`src/rtl/people_scheduler_pkg.sv`:
```
// Shared types for the passenger-population engine: slot record, simulator
// state encoding and a floor-modulo helper.
package people_pkg;

  localparam int unsigned ELEV_STATE_W = 4;
  localparam int unsigned FLOOR_W      = 3;
  localparam int unsigned CAR_W        = 2;

  typedef enum logic [1:0] {
    SLOT_FREE    = 2'b00,
    SLOT_WAITING = 2'b01,
    SLOT_RIDING  = 2'b10
  } slot_state_t;

  typedef enum logic [1:0] {
    SIM_IDLE  = 2'b00,
    SIM_RUN   = 2'b01,
    SIM_DRAIN = 2'b10,
    SIM_CLEAR = 2'b11
  } sim_state_t;

  typedef struct packed {
    slot_state_t        state;
    logic [FLOOR_W-1:0] src;
    logic [FLOOR_W-1:0] dst;
    logic [CAR_W-1:0]   car;
  } slot_t;

  function automatic logic [FLOOR_W-1:0] floor_mod(input logic [FLOOR_W-1:0] v,
                                                   input int unsigned floors);
    return FLOOR_W'(32'(v) % floors);
  endfunction

endpackage

```
`src/rtl/people_scheduler_if.sv`:
```
// Control/status bundle between the simulation core and people_scheduler.
interface people_scheduler_if #(
  parameter int unsigned WIDTH     = 6,
  parameter int unsigned FLOORS    = 6,
  parameter int unsigned ELEVATORS = 2,
  parameter int unsigned RAND_W    = 10
);
  logic [1:0]                  sim_state;
  logic [2:0]                  sim_speed;
  logic [WIDTH-1:0]            people_max;
  logic [RAND_W-1:0]           randy;
  logic [4*ELEVATORS-1:0]      elevator_states;
  logic [WIDTH-1:0]            people_generated;
  logic [15:0]                 people_delivered;
  logic [2*FLOORS-1:0]         floors_requested;
  logic [ELEVATORS*FLOORS-1:0] floor_destinations;

  modport master (
    output sim_state, sim_speed, people_max, randy, elevator_states,
    input  people_generated, people_delivered, floors_requested, floor_destinations
  );

  modport slave (
    input  sim_state, sim_speed, people_max, randy, elevator_states,
    output people_generated, people_delivered, floors_requested, floor_destinations
  );
endinterface

```
`src/rtl/people_scheduler_spawn_timer.sv`:
```
// Free-running spawn divider: one-cycle tick every 2**(8-sim_speed) RUN cycles.
module spawn_timer
  import people_pkg::*;
(
  input  logic       clk,
  input  logic       rst,
  input  sim_state_t sim_state_i,
  input  logic [2:0] sim_speed_i,
  output logic       spawn_tick_c_o
);

  logic [7:0] cnt_q, cnt_d;
  logic [7:0] thr;

  always_comb begin
    cnt_d          = cnt_q;
    spawn_tick_c_o = 1'b0;
    thr            = 8'hFF >> sim_speed_i;
    case (sim_state_i)
      SIM_CLEAR: cnt_d = '0;
      SIM_RUN: begin
        if (sim_speed_i == 3'd0) begin
          cnt_d = '0;
        end else if (cnt_q == thr) begin
          cnt_d          = '0;
          spawn_tick_c_o = 1'b1;
        end else begin
          cnt_d = cnt_q + 8'd1;
        end
      end
      default: ;
    endcase
  end

  always_ff @(posedge clk) begin
    if (rst) cnt_q <= '0;
    else     cnt_q <= cnt_d;
  end

endmodule

```
`src/rtl/people_scheduler.sv`:
```
// Passenger table: spawns riders, boards/alights them against live car states
// and republishes hall calls / cabin destinations once per table sweep.
module people_scheduler
  import people_pkg::*;
#(
  parameter int unsigned PEOPLE    = 63,
  parameter int unsigned WIDTH     = 6,
  parameter int unsigned FLOORS    = 6,
  parameter int unsigned ELEVATORS = 2,
  parameter int unsigned RAND_W    = 10
) (
  input logic               clk,
  input logic               rst,
  people_scheduler_if.slave bus
);

  localparam int unsigned PTR_W = (PEOPLE > 1) ? $clog2(PEOPLE) : 1;
  localparam int unsigned REQ_W = 2 * FLOORS;
  localparam int unsigned DST_W = ELEVATORS * FLOORS;
  localparam logic [PTR_W-1:0] LAST = PTR_W'(PEOPLE - 1);

  sim_state_t sim_state;
  logic       spawn_tick_c;
  logic       unused_randy;

  assign sim_state    = sim_state_t'(bus.sim_state);
  assign unused_randy = ^bus.randy;

  spawn_timer u_spawn_timer (
    .clk            (clk),
    .rst            (rst),
    .sim_state_i    (sim_state),
    .sim_speed_i    (bus.sim_speed),
    .spawn_tick_c_o (spawn_tick_c)
  );

  slot_t              slots_q [PEOPLE];
  slot_t              slots_d [PEOPLE];
  logic [PTR_W-1:0]   ptr_q, ptr_d;
  logic [WIDTH-1:0]   gen_q, gen_d;
  logic [15:0]        deliv_q, deliv_d;
  logic [REQ_W-1:0]   req_sh_q, req_sh_d, req_q, req_d;
  logic [DST_W-1:0]   dst_sh_q, dst_sh_d, dst_q, dst_d;

  logic [WIDTH-1:0]   cap;
  logic               free_found, spawn, board_hit, alight;
  logic [PTR_W-1:0]   free_idx;
  logic [CAR_W-1:0]   board_car;
  slot_t              cur, nxt, sp, post;
  logic [REQ_W-1:0]   req_c;
  logic [DST_W-1:0]   dst_c;
  logic [3:0]         car_door;
  logic [FLOOR_W-1:0] car_floor [4];

  // Unpacked per-car view; unused car entries never open.
  always_comb begin
    car_door = '0;
    for (int e = 0; e < 4; e++) car_floor[e] = '0;
    for (int e = 0; e < int'(ELEVATORS); e++) begin
      car_door[e]  = bus.elevator_states[ELEV_STATE_W*e + 3];
      car_floor[e] = bus.elevator_states[ELEV_STATE_W*e +: FLOOR_W];
    end
  end

  always_comb begin
    slots_d  = slots_q;
    ptr_d    = ptr_q;
    gen_d    = gen_q;
    deliv_d  = deliv_q;
    req_sh_d = req_sh_q;
    dst_sh_d = dst_sh_q;
    req_d    = req_q;
    dst_d    = dst_q;

    cap = (bus.people_max > WIDTH'(PEOPLE)) ? WIDTH'(PEOPLE) : bus.people_max;
    free_found = 1'b0;
    free_idx   = '0;
    for (int i = int'(PEOPLE) - 1; i >= 0; i--) begin
      if (slots_q[i].state == SLOT_FREE) begin
        free_found = 1'b1;
        free_idx   = PTR_W'(i);
      end
    end
    spawn = spawn_tick_c && (sim_state == SIM_RUN) && free_found && (gen_q < cap);

    sp       = '0;
    sp.state = SLOT_WAITING;
    sp.src   = floor_mod(bus.randy[2:0], FLOORS);
    sp.dst   = floor_mod(bus.randy[5:3], FLOORS);
    if (sp.dst == sp.src) sp.dst = floor_mod(sp.src + 3'd1, FLOORS);

    // Scan acts on the pre-edge record; a spawn into the same slot overrides it.
    cur       = slots_q[ptr_q];
    nxt       = cur;
    alight    = 1'b0;
    board_hit = 1'b0;
    board_car = '0;
    for (int e = int'(ELEVATORS) - 1; e >= 0; e--) begin
      if (car_door[e] && car_floor[e] == cur.src) begin
        board_hit = 1'b1;
        board_car = CAR_W'(e);
      end
    end
    if (cur.state == SLOT_WAITING && board_hit) begin
      nxt.state = SLOT_RIDING;
      nxt.car   = board_car;
    end else if (cur.state == SLOT_RIDING && car_door[cur.car] &&
                 car_floor[cur.car] == cur.dst) begin
      nxt.state = SLOT_FREE;
      alight    = 1'b1;
    end
    post = (spawn && free_idx == ptr_q) ? sp : nxt;

    req_c = '0;
    dst_c = '0;
    for (int f = 0; f < int'(FLOORS); f++) begin
      if (post.state == SLOT_WAITING && post.src == FLOOR_W'(f)) begin
        if (post.dst > post.src) req_c[2*f]   = 1'b1;
        else                     req_c[2*f+1] = 1'b1;
      end
      for (int e = 0; e < int'(ELEVATORS); e++) begin
        if (post.state == SLOT_RIDING && post.car == CAR_W'(e) && post.dst == FLOOR_W'(f))
          dst_c[e*int'(FLOORS)+f] = 1'b1;
      end
    end

    case (sim_state)
      SIM_CLEAR: begin
        for (int i = 0; i < int'(PEOPLE); i++) slots_d[i] = '0;
        ptr_d    = '0;
        gen_d    = '0;
        deliv_d  = '0;
        req_sh_d = '0;
        dst_sh_d = '0;
        req_d    = '0;
        dst_d    = '0;
      end
      SIM_RUN, SIM_DRAIN: begin
        slots_d[ptr_q] = nxt;
        if (spawn) slots_d[free_idx] = sp;
        gen_d = gen_q + WIDTH'(spawn) - WIDTH'(alight);
        if (alight && deliv_q != 16'hFFFF) deliv_d = deliv_q + 16'd1;
        if (ptr_q == LAST) begin
          req_d    = req_sh_q | req_c;
          dst_d    = dst_sh_q | dst_c;
          req_sh_d = '0;
          dst_sh_d = '0;
          ptr_d    = '0;
        end else begin
          req_sh_d = req_sh_q | req_c;
          dst_sh_d = dst_sh_q | dst_c;
          ptr_d    = ptr_q + PTR_W'(1);
        end
      end
      default: ;
    endcase
  end

  always_ff @(posedge clk) begin
    if (rst) begin
      for (int i = 0; i < int'(PEOPLE); i++) slots_q[i] <= '0;
      ptr_q    <= '0;
      gen_q    <= '0;
      deliv_q  <= '0;
      req_sh_q <= '0;
      dst_sh_q <= '0;
      req_q    <= '0;
      dst_q    <= '0;
    end else begin
      slots_q  <= slots_d;
      ptr_q    <= ptr_d;
      gen_q    <= gen_d;
      deliv_q  <= deliv_d;
      req_sh_q <= req_sh_d;
      dst_sh_q <= dst_sh_d;
      req_q    <= req_d;
      dst_q    <= dst_d;
    end
  end

  assign bus.people_generated   = gen_q;
  assign bus.people_delivered   = deliv_q;
  assign bus.floors_requested   = req_q;
  assign bus.floor_destinations = dst_q;

endmodule

```
`src/flat_wrapper.sv`:
```
// flat-port wrapper written by rule: the top's interface ports become plain ports
module people_scheduler_flat import people_pkg::*;
#(
  parameter int unsigned PEOPLE    = 63,
  parameter int unsigned WIDTH     = 6,
  parameter int unsigned FLOORS    = 6,
  parameter int unsigned ELEVATORS = 2,
  parameter int unsigned RAND_W    = 10
)
  (clk, rst, bus_sim_state, bus_sim_speed, bus_people_max, bus_randy, bus_elevator_states, bus_people_generated, bus_people_delivered, bus_floors_requested, bus_floor_destinations);
  people_scheduler_if #(.WIDTH(WIDTH), .FLOORS(FLOORS), .ELEVATORS(ELEVATORS), .RAND_W(RAND_W)) bus_i ();
  input logic clk;
  input logic rst;
  input wire logic [$bits(bus_i.sim_state)-1:0] bus_sim_state;
  input wire logic [$bits(bus_i.sim_speed)-1:0] bus_sim_speed;
  input wire logic [$bits(bus_i.people_max)-1:0] bus_people_max;
  input wire logic [$bits(bus_i.randy)-1:0] bus_randy;
  input wire logic [$bits(bus_i.elevator_states)-1:0] bus_elevator_states;
  output wire logic [$bits(bus_i.people_generated)-1:0] bus_people_generated;
  output wire logic [$bits(bus_i.people_delivered)-1:0] bus_people_delivered;
  output wire logic [$bits(bus_i.floors_requested)-1:0] bus_floors_requested;
  output wire logic [$bits(bus_i.floor_destinations)-1:0] bus_floor_destinations;
  assign bus_i.sim_state = bus_sim_state;
  assign bus_i.sim_speed = bus_sim_speed;
  assign bus_i.people_max = bus_people_max;
  assign bus_i.randy = bus_randy;
  assign bus_i.elevator_states = bus_elevator_states;
  assign bus_people_generated = bus_i.people_generated;
  assign bus_people_delivered = bus_i.people_delivered;
  assign bus_floors_requested = bus_i.floors_requested;
  assign bus_floor_destinations = bus_i.floor_destinations;
  people_scheduler #(.PEOPLE(PEOPLE), .WIDTH(WIDTH), .FLOORS(FLOORS), .ELEVATORS(ELEVATORS), .RAND_W(RAND_W)) u_core (.clk(clk), .rst(rst), .bus(bus_i));
endmodule
```
`config.mk`:
```
export PLATFORM = sky130hd
export DESIGN_NAME = people_scheduler_flat
export DESIGN_NICKNAME = d
export VERILOG_FILES = /design/src/rtl/people_scheduler_pkg.sv /design/src/rtl/people_scheduler_if.sv /design/src/rtl/people_scheduler_spawn_timer.sv /design/src/rtl/people_scheduler.sv /design/src/flat_wrapper.sv
export SDC_FILE = /design/constraint.sdc
export NUM_CORES = 2
export LEC_CHECK = 0
export CAP_MARGIN = 20
export CORE_MARGIN = 2
export CORE_UTILIZATION = 62
export CTS_CLUSTER_DIAMETER = 200
export DETAILED_ROUTE_END_ITERATION = 8
export PLACE_DENSITY = 0.8
export SKIP_CTS_REPAIR_TIMING = 1
export SYNTH_ARGS = -nofsm -noshare
export SYNTH_HDL_FRONTEND = slang
export SYNTH_HIERARCHICAL = 1
export SYNTH_SLANG_ARGS = --single-unit
```
`constraint.sdc`:
```
create_clock -name clk -period 7.1 [get_ports clk]
set_clock_uncertainty 0.1 [all_clocks]
set_input_delay 2.13 -clock clk [delete_from_list [all_inputs] [get_ports clk]]
set_output_delay 2.13 -clock clk [all_outputs]
set_load 0.1 [all_outputs]
```
; ---- Word level (Yosys, flattened, before mapping)
; Index checks and enable logic that the tools add are counted.
; Widths: inputs -> output; s select.
[word_totals]
output_inout_bits = 46
ff_bits = 714
in_bits = 31
word_cells = 609
[op_classes]
add_sub_neg = 6
magnitude_cmp = 9
n_reduce_logical = 104
mux = 193
n_bitwise = 5
n_eq_ne = 28
n_div = 3
shift = 1
[ops]
columns = op, count
row1 = $bwmux 630, 2
row2 = $pmux 630 s2, 1
row3 = $mux 630, 1
row4 = $mux 6, 65
row5 = $logic_not 2->1, 64
row6 = $demux 10 s6, 2
row7 = $mod 3x3->32 const B, 3
row8 = $pmux 12 s2, 4
row9 = $mux 1, 87
row10 = $bmux 10 s6, 1
row11 = $mux 10, 5
row12 = $mux 12, 4
row13 = $logic_and 1x1->1, 32
row14 = $pmux 16 s2, 1
row15 = $or 12x12->12, 2
row16 = $pmux 6 s2, 2
row17 = $mux 2, 9
row18 = $add 16x1->16 const B, 1
row19 = $mux 16, 1
row20 = $mux 8, 2
row21 = $ne 16x16->1 const B, 1
row22 = $pmux 8 s2, 1
row23 = $ge 7x7->1 const B, 2
row24 = $lt 7x1->1 const B, 2
row25 = 30 further kinds, 54

; ---- Logic depth before layout (Yosys ltp)
[depth]
depth_word = 75
mapped_depth = 28
ltp_nobuf = 21

; ---- Cells and area by module
; Netlist, hierarchy kept.
[modules_own_cells]
columns = module, cells_each, instances, area_per_inst_um2, seq_area_each_um2
row1 = people_scheduler, 4290, 1, 35784.3, 14133.6
row2 = spawn_timer, 85, 1, 641.9, 160.2

; ---- Worst setup path after synthesis
; Ideal clock, no wire load.
[synth_timing]
path_type = input-to-reg
startpoint = input bus_sim_speed[0]
endpoint = register u_core.req_q[8], in the netlist u_core/bus.floors_requested[8]
arrival_ns = 6.357
path_buffers = 4
stages = 24
t_required_ns = 6.878
path_slack_ns = 0.521
setup_ns = 0.122
path_cell_list = buf_2 > a31oi_1 > a2bb2oi_1 > or4_1 > buf_2 > nor3_1 > nand3b_1 > a211oi_1 > o21ai_0 > nor2_1 > o2111ai_1 > nor4_1 > nand4_1 > clkbuf_1 > mux2i_1 > ha_1 > nor2_1 > a21oi_1 > nor2_1 > mux2_2 > a22o_1 > clkbuf_1 > a311oi_1 > nor2_1
[synth_via]
elab_chain_len = 16
word_cells_on_any_way = 20
cone_classes = 1 x order compare / 3 x eq/ne / 1 x shift / 8 x mux / 1 x bitwise / 6 x reduce/logical
[synth_rtl]
columns = element, line_no
row1 = "start, declared", flat_wrapper.sv:15  ; input wire logic [$bits(bus_i.sim_speed)-1:0] bus_sim_speed;
row2 = $shr 8x3->8, people_scheduler_spawn_timer.sv:18  ; thr = 8'hFF >> sim_speed_i;
row3 = $eq 8x8->1, people_scheduler_spawn_timer.sv:24  ; end else if (cnt_q == thr) begin
row4 = $mux 1, people_scheduler_spawn_timer.sv:24
row5 = $mux 1 *, people_scheduler_spawn_timer.sv:22  ; if (sim_speed_i == 3'd0) begin
row6 = $mux 1 *, people_scheduler_spawn_timer.sv:19  ; case (sim_state_i)
row7 = named net u_core.spawn_tick_c, people_scheduler.sv:23  ; logic spawn_tick_c;
row8 = $logic_and 1x1->1 * (3 in series), people_scheduler.sv:84  ; spawn = spawn_tick_c && (sim_state == SIM_RUN) && free_found && (gen_q < cap);
row9 = $logic_and 1x1->1 *, people_scheduler.sv:112  ; post = (spawn && free_idx == ptr_q) ? sp : nxt;
row10 = $mux 10 *, people_scheduler.sv:112
row11 = "$gt 3x3->1, or another cell as far along", people_scheduler.sv:118  ; if (post.dst > post.src) req_c[2*f] = 1'b1;
row12 = $mux 1 or $logic_and 1x1->1 (tied branches), "people_scheduler.sv:118, people_scheduler.sv:117"
row13 = $mux 2 *, people_scheduler.sv:117  ; if (post.state == SLOT_WAITING && post.src == FLOOR_W'(f)) begin
row14 = $or 12x12->12 *, people_scheduler.sv:144  ; req_d = req_sh_q | req_c;
row15 = $mux 12 *, people_scheduler.sv:143  ; if (ptr_q == LAST) begin
row16 = $pmux 12 s2 *, people_scheduler.sv:127  ; case (sim_state)
row17 = "end signal, assigned", people_scheduler.sv:176  ; req_q <= req_d;
row18 = "end, declared", people_scheduler.sv:42  ; logic [REQ_W-1:0] req_sh_q, req_sh_d, req_q, req_d;
; Mark *: on every way through the listed nets, which the timed path passes. The rest lies on a longest branch. The select of a mux whose other input is x is not followed.
; A chain may end at the register's enable or synchronous reset.

; ---- Worst setup path after layout
[layout_timing]
startpoint = input bus_sim_speed[1]
endpoint = register u_core.req_q[4], in the netlist u_core/bus.floors_requested[4]
[layout_via]
elab_chain_len = 16
word_cells_on_any_way = 20
cone_classes = 1 x order compare / 3 x eq/ne / 1 x shift / 8 x mux / 1 x bitwise / 6 x reduce/logical
[layout_rtl]
columns = element, line_no
row1 = $shr 8x3->8, people_scheduler_spawn_timer.sv:18
row2 = $eq 8x8->1, people_scheduler_spawn_timer.sv:24
row3 = $mux 1, people_scheduler_spawn_timer.sv:24
row4 = $mux 1 *, people_scheduler_spawn_timer.sv:22
row5 = $mux 1 *, people_scheduler_spawn_timer.sv:19
row6 = named net u_core.spawn_tick_c, people_scheduler.sv:23
row7 = $logic_and 1x1->1 * (3 in series), people_scheduler.sv:84
row8 = $logic_and 1x1->1 *, people_scheduler.sv:112
row9 = $mux 10 *, people_scheduler.sv:112
row10 = "$gt 3x3->1, or another cell as far along", people_scheduler.sv:118
row11 = $mux 1 or $logic_and 1x1->1 (tied branches), "people_scheduler.sv:118, people_scheduler.sv:117"
row12 = $mux 2 *, people_scheduler.sv:117
row13 = $or 12x12->12 *, people_scheduler.sv:144
row14 = $mux 12 *, people_scheduler.sv:143
row15 = $pmux 12 s2 *, people_scheduler.sv:127
; Marked as above.

==> summary.md <==
| Metric | Value |
|---|---|
| Setup-failing EPs final | 0 |
| Final #Nets | roughly 4300 |
| First-pass GRT wire length | ~210000 µm |
| Post-synth EDFFs | 0 |
| PnR worst setup slack | 0.393 ns |
| Drt wl/cell | about 28 µm |
| Mux contribution to synthesized area | under 10% |
| Final HPWL DP | between 90000 and 100000 µm |
| Max-cap violations | 0 |
| Largest stage delay on the critical path | roughly 0.53 ns |
| Multi-input gate area | 0.0202 mm² |
| Skew-Pair Late Insertion Delay | 0.64 ns |
| CP Class | in2reg |
| Initial antenna violation count | 7 |
| Worst setup EP type | flop |
| Post-layout min period | roughly 6.7 ns |
| Slowest CP cell | or4_1 |
| Pwr per Cell Area | 225 mW/mm² |
| Antenna Nets Post-Route | 0 |
| Die Wd | ~250 µm |
| Slew @ Worst Pin | 1.23 ns |
| Top FF cell, synth | dfxtp_1 |
| Total GRT Usage | roughly 45% |
| RR Startpoint | u_core/ptr_q[1]$_SDFFE_PP0P_ |
| Initial DRC count | 5876 |
| Clock Path Buffers | 3 |
| Final Hold Viols | 0 |
| Synth async-reset ratio | 0% |
| Worst-path clk slew | ~0.060 ns |
| Worst Path Buf+Inv | 4 |
| Hold/Removal Path Class | reg2reg |
| Post-synthesis simple-gate area fraction | 18.5% |
| CP Data Arrival Time | 7.11 ns |
| Post-synthesis compound-gate area fraction | roughly 29% |
| Post-synthesis cell type count | between 90 and 100 |
| Layout area overhead | 11.1% |
| Vias in the first global route | around 34000 |
| TritonCTS Buffers | 75 |
| Status | finished, final reports clean |
| Fillers | 4633 |
| Mapped Area | around 0.036 mm² |
| Largest net degree at the start of global routing | ~220 |
| Crit-path leading delay family | simple AND/OR/NAND/NOR gates |
| Min-Delay Startpoint | u_core/slots_q[150]$_SDFFE_PP0P_ |
| Xor and xnor area share after synthesis | 0.433% |
| CTS H-tree depth | 3 |
| Most frequent cells in the layout | 764 x nor2_1, 711 x dfxtp_1, 484 x a22oi_1 |
| Final Max Slew Viols | 0 |
| Core Box Area | about 0.058 mm² |
| Share of cells above drive strength 1 | approximately 11% |
| Leading cell type in the layout, fill and taps excluded | nor2_1 |
| Hold Crit Endpoint | u_core/slots_q[150]$_SDFFE_PP0P_ |
| Worst Reg-to-Reg Cells | 24 |
| PortBufs | 72 |
| Most used cell, CP | nor2_1 |
| Fmax achieved | 149 MHz |
| Syn_nets | 4429 |
| Slew margin rel. | 17.4% |
| FP Rows | 88 |
| Global route total overflow | 0 |
| P_leak | about 0.014 µW |
| Final Util | 69.9% |
| Die area | between 0.06 and 0.07 mm² |
| Hold Path Depth | 2 |
| Initial Utilization | 62.9% |
| Reg area | around 0.014 mm² |
| CTS tree | built |
| DR pass1 iterations | 8 |
| Largest family of logic cells by synthesized area | compound AO/OA/AOI/OAI gates |
| FF-to-FF setup slack | about 0.83 ns |
| Crit share post-route | between 90% and 100% |
| Height of the die | ~250 µm |
| Vias | roughly 38000 |
| Final WL | around 140000 µm |
| GPL Wtd Cong | between 1 and 1.5 |
| Io pins | 77 |
| Crit-path cells | clkdlybuf4s50_1, buf_4, nand3_1, nand2_1, or4_1, nor3_1, buf_4, nand3b_1, a211oi_1, o21ai_1, nor2_1, o2111ai_1, nor4_1, nand4_1, buf_4, mux2i_1, ha_1, nor2_1, a21oi_1, nor2_1, mux2_2, a22o_1, a311oi_1, nor2_1 |
| Synth Area per Inst | around 8.3 µm² |
| Syn Inst Count | 4375 |
| DRC | 0 |
| DP Worst Slack | -0.206 ns |
| CP startpoint kind | input port |
| R2R Path End | u_core/bus.people_generated[5]$_SDFFE_PP0P_ |
| Ys Warns | 6 |
| CP max FO | 12 |
| Seq/Total Area, Yosys | approximately two fifths |
| RSZ-0062 raised after global routing | no |
| WP data required | between 7 and 8 ns |
| Vias per cell | about 7.4 |
| Worst VDD drop | approximately 280 µV |
| #FFs+latches synth | 714 |
| Adder-cell share of the synthesized area | less than 1% |
| Clk sinks | between 700 and 800 |
| Clock root buffer | clkbuf_16 |
-- registers in the layout, summed over array words and instances, names as in the netlist --
signal,count
u_core/bus.floors_requested,12
u_core/ptr_q,6
u_core/req_sh_q,12
u_core/bus.people_generated,6
u_core/bus.floor_destinations,12
u_core/bus.people_delivered,16
u_core/dst_sh_q,12
u_core/u_spawn_timer/cnt_q,8
u_core/slots_q,630
-- routing by layer --
metal	global-route usage (%)	wire length [µm]	vias up
met2	64.5	57800	3213
met5	0	12	-
met3	14.9	21300	744
li1	-	-	16200
met1	58.3	51900	17700
met4	30.3	11100	2
-- cells in the mapped netlist, types with 29 or more instances --
cell / count / area, µm²
and3_1: 78 / 488
nor3_1: 55 / 275
clkbuf_1: 331 / 1240
a211oi_1: 29 / 218
mux2i_1: 93 / 931
inv_1: 36 / 135
mux4_2: 36 / 811
nand2_1: 247 / 927
dfxtp_1: 714 / 14300
buf_2: 30 / 150
o22ai_1: 84 / 526
o31ai_1: 58 / 435
o221ai_1: 39 / 342
o221a_2: 35 / 394
a22oi_1: 484 / 3630
nand3_1: 103 / 515
o21ai_0: 201 / 1010
nor2_1: 773 / 2900
a32oi_1: 72 / 631
buf_6: 30 / 338
a21oi_1: 233 / 1170
mux2_2: 46 / 518
nand2b_1: 44 / 275
-- cell families after synthesis --
family	count (synthesis)
AND/OR/NAND/NOR	1486
AO/OA/AOI/OAI	1480
flip-flops	714
buffers and inverters	469
multiplexers	185
adder cells (fa/ha/maj)	23
XOR/XNOR	18
-- power breakdown --
| part | internal [µW] | leakage [µW] | total, µW | switching, µW |
|---|---|---|---|---|
| logic | 247 | 0.00718 | 1040 | 792 |
| clock network | 2330 | 0.00124 | 4040 | 1710 |
| registers | 4010 | 0.00575 | 4030 | 17.5 |
-- worst max path at each step --
| stage | from | end | slack [ns] | depth (start not counted) |
|---|---|---|---|---|
| detailed placement | bus_sim_speed[1] | u_core/bus.floors_requested[4]$_SDFFE_PP0P_ | -0.21 | 24 |
| CTS | bus_sim_speed[1] | u_core/bus.floors_requested[4]$_SDFFE_PP0P_ | 0.40 | 24 |
| global placement | bus_sim_speed[2] | u_core/bus.floors_requested[4]$_SDFFE_PP0P_ | -0.12 | 24 |
| global route | bus_sim_speed[2] | u_core/bus.floors_requested[6]$_SDFFE_PP0P_ | 0.05 | 23 |
| floorplan | bus_sim_speed[0] | u_core/bus.floors_requested[8]$_SDFFE_PP0P_ | 0.52 | 24 |
| finish | bus_sim_speed[1] | u_core/bus.floors_requested[4]$_SDFFE_PP0P_ | 0.39 | 24 |
-- per-stage QoR --
stage	TNS (ns)	instance area, µm²	hold WS, ns	power (µW)	std cells
3_3_place_gp	-0.872	37900	0.335	5080	4967
3_5_place_dp	-2.37	37900	0.344	5080	4967
5_1_grt	0	40500	0.373	9280	5103
6_report	0	40500	0.357	9100	5108
2_1_floorplan	0	36400	0.325	4710	4375
4_1_cts	0	40400	0.353	9030	5102
-- worst register-to-register path, delay by kind of cell (launching register included) --
| family | cells | cell delay, ns |
|---|---|---|
| AO/OA/AOI/OAI | 9 | 1.95 |
| XOR/XNOR | 1 | 0.10 |
| adder cells (fa/ha/maj) | 2 | 0.45 |
| buffers and inverters | 5 | 1.50 |
| flip-flops | 1 | 0.75 |
| AND/OR/NAND/NOR | 7 | 1.25 |
-- layout make-up --
cell class,count,area share [%]
timing repair buffer,257,5.74
multi-input combinational,3192,49.9
inverter,40,0.390
clock inverter,26,0.618
sequential,714,35.3
tap,765,2.37
antenna,5,0.0309
clock buffer,109,5.58
(Power assumes the default switching activity.)
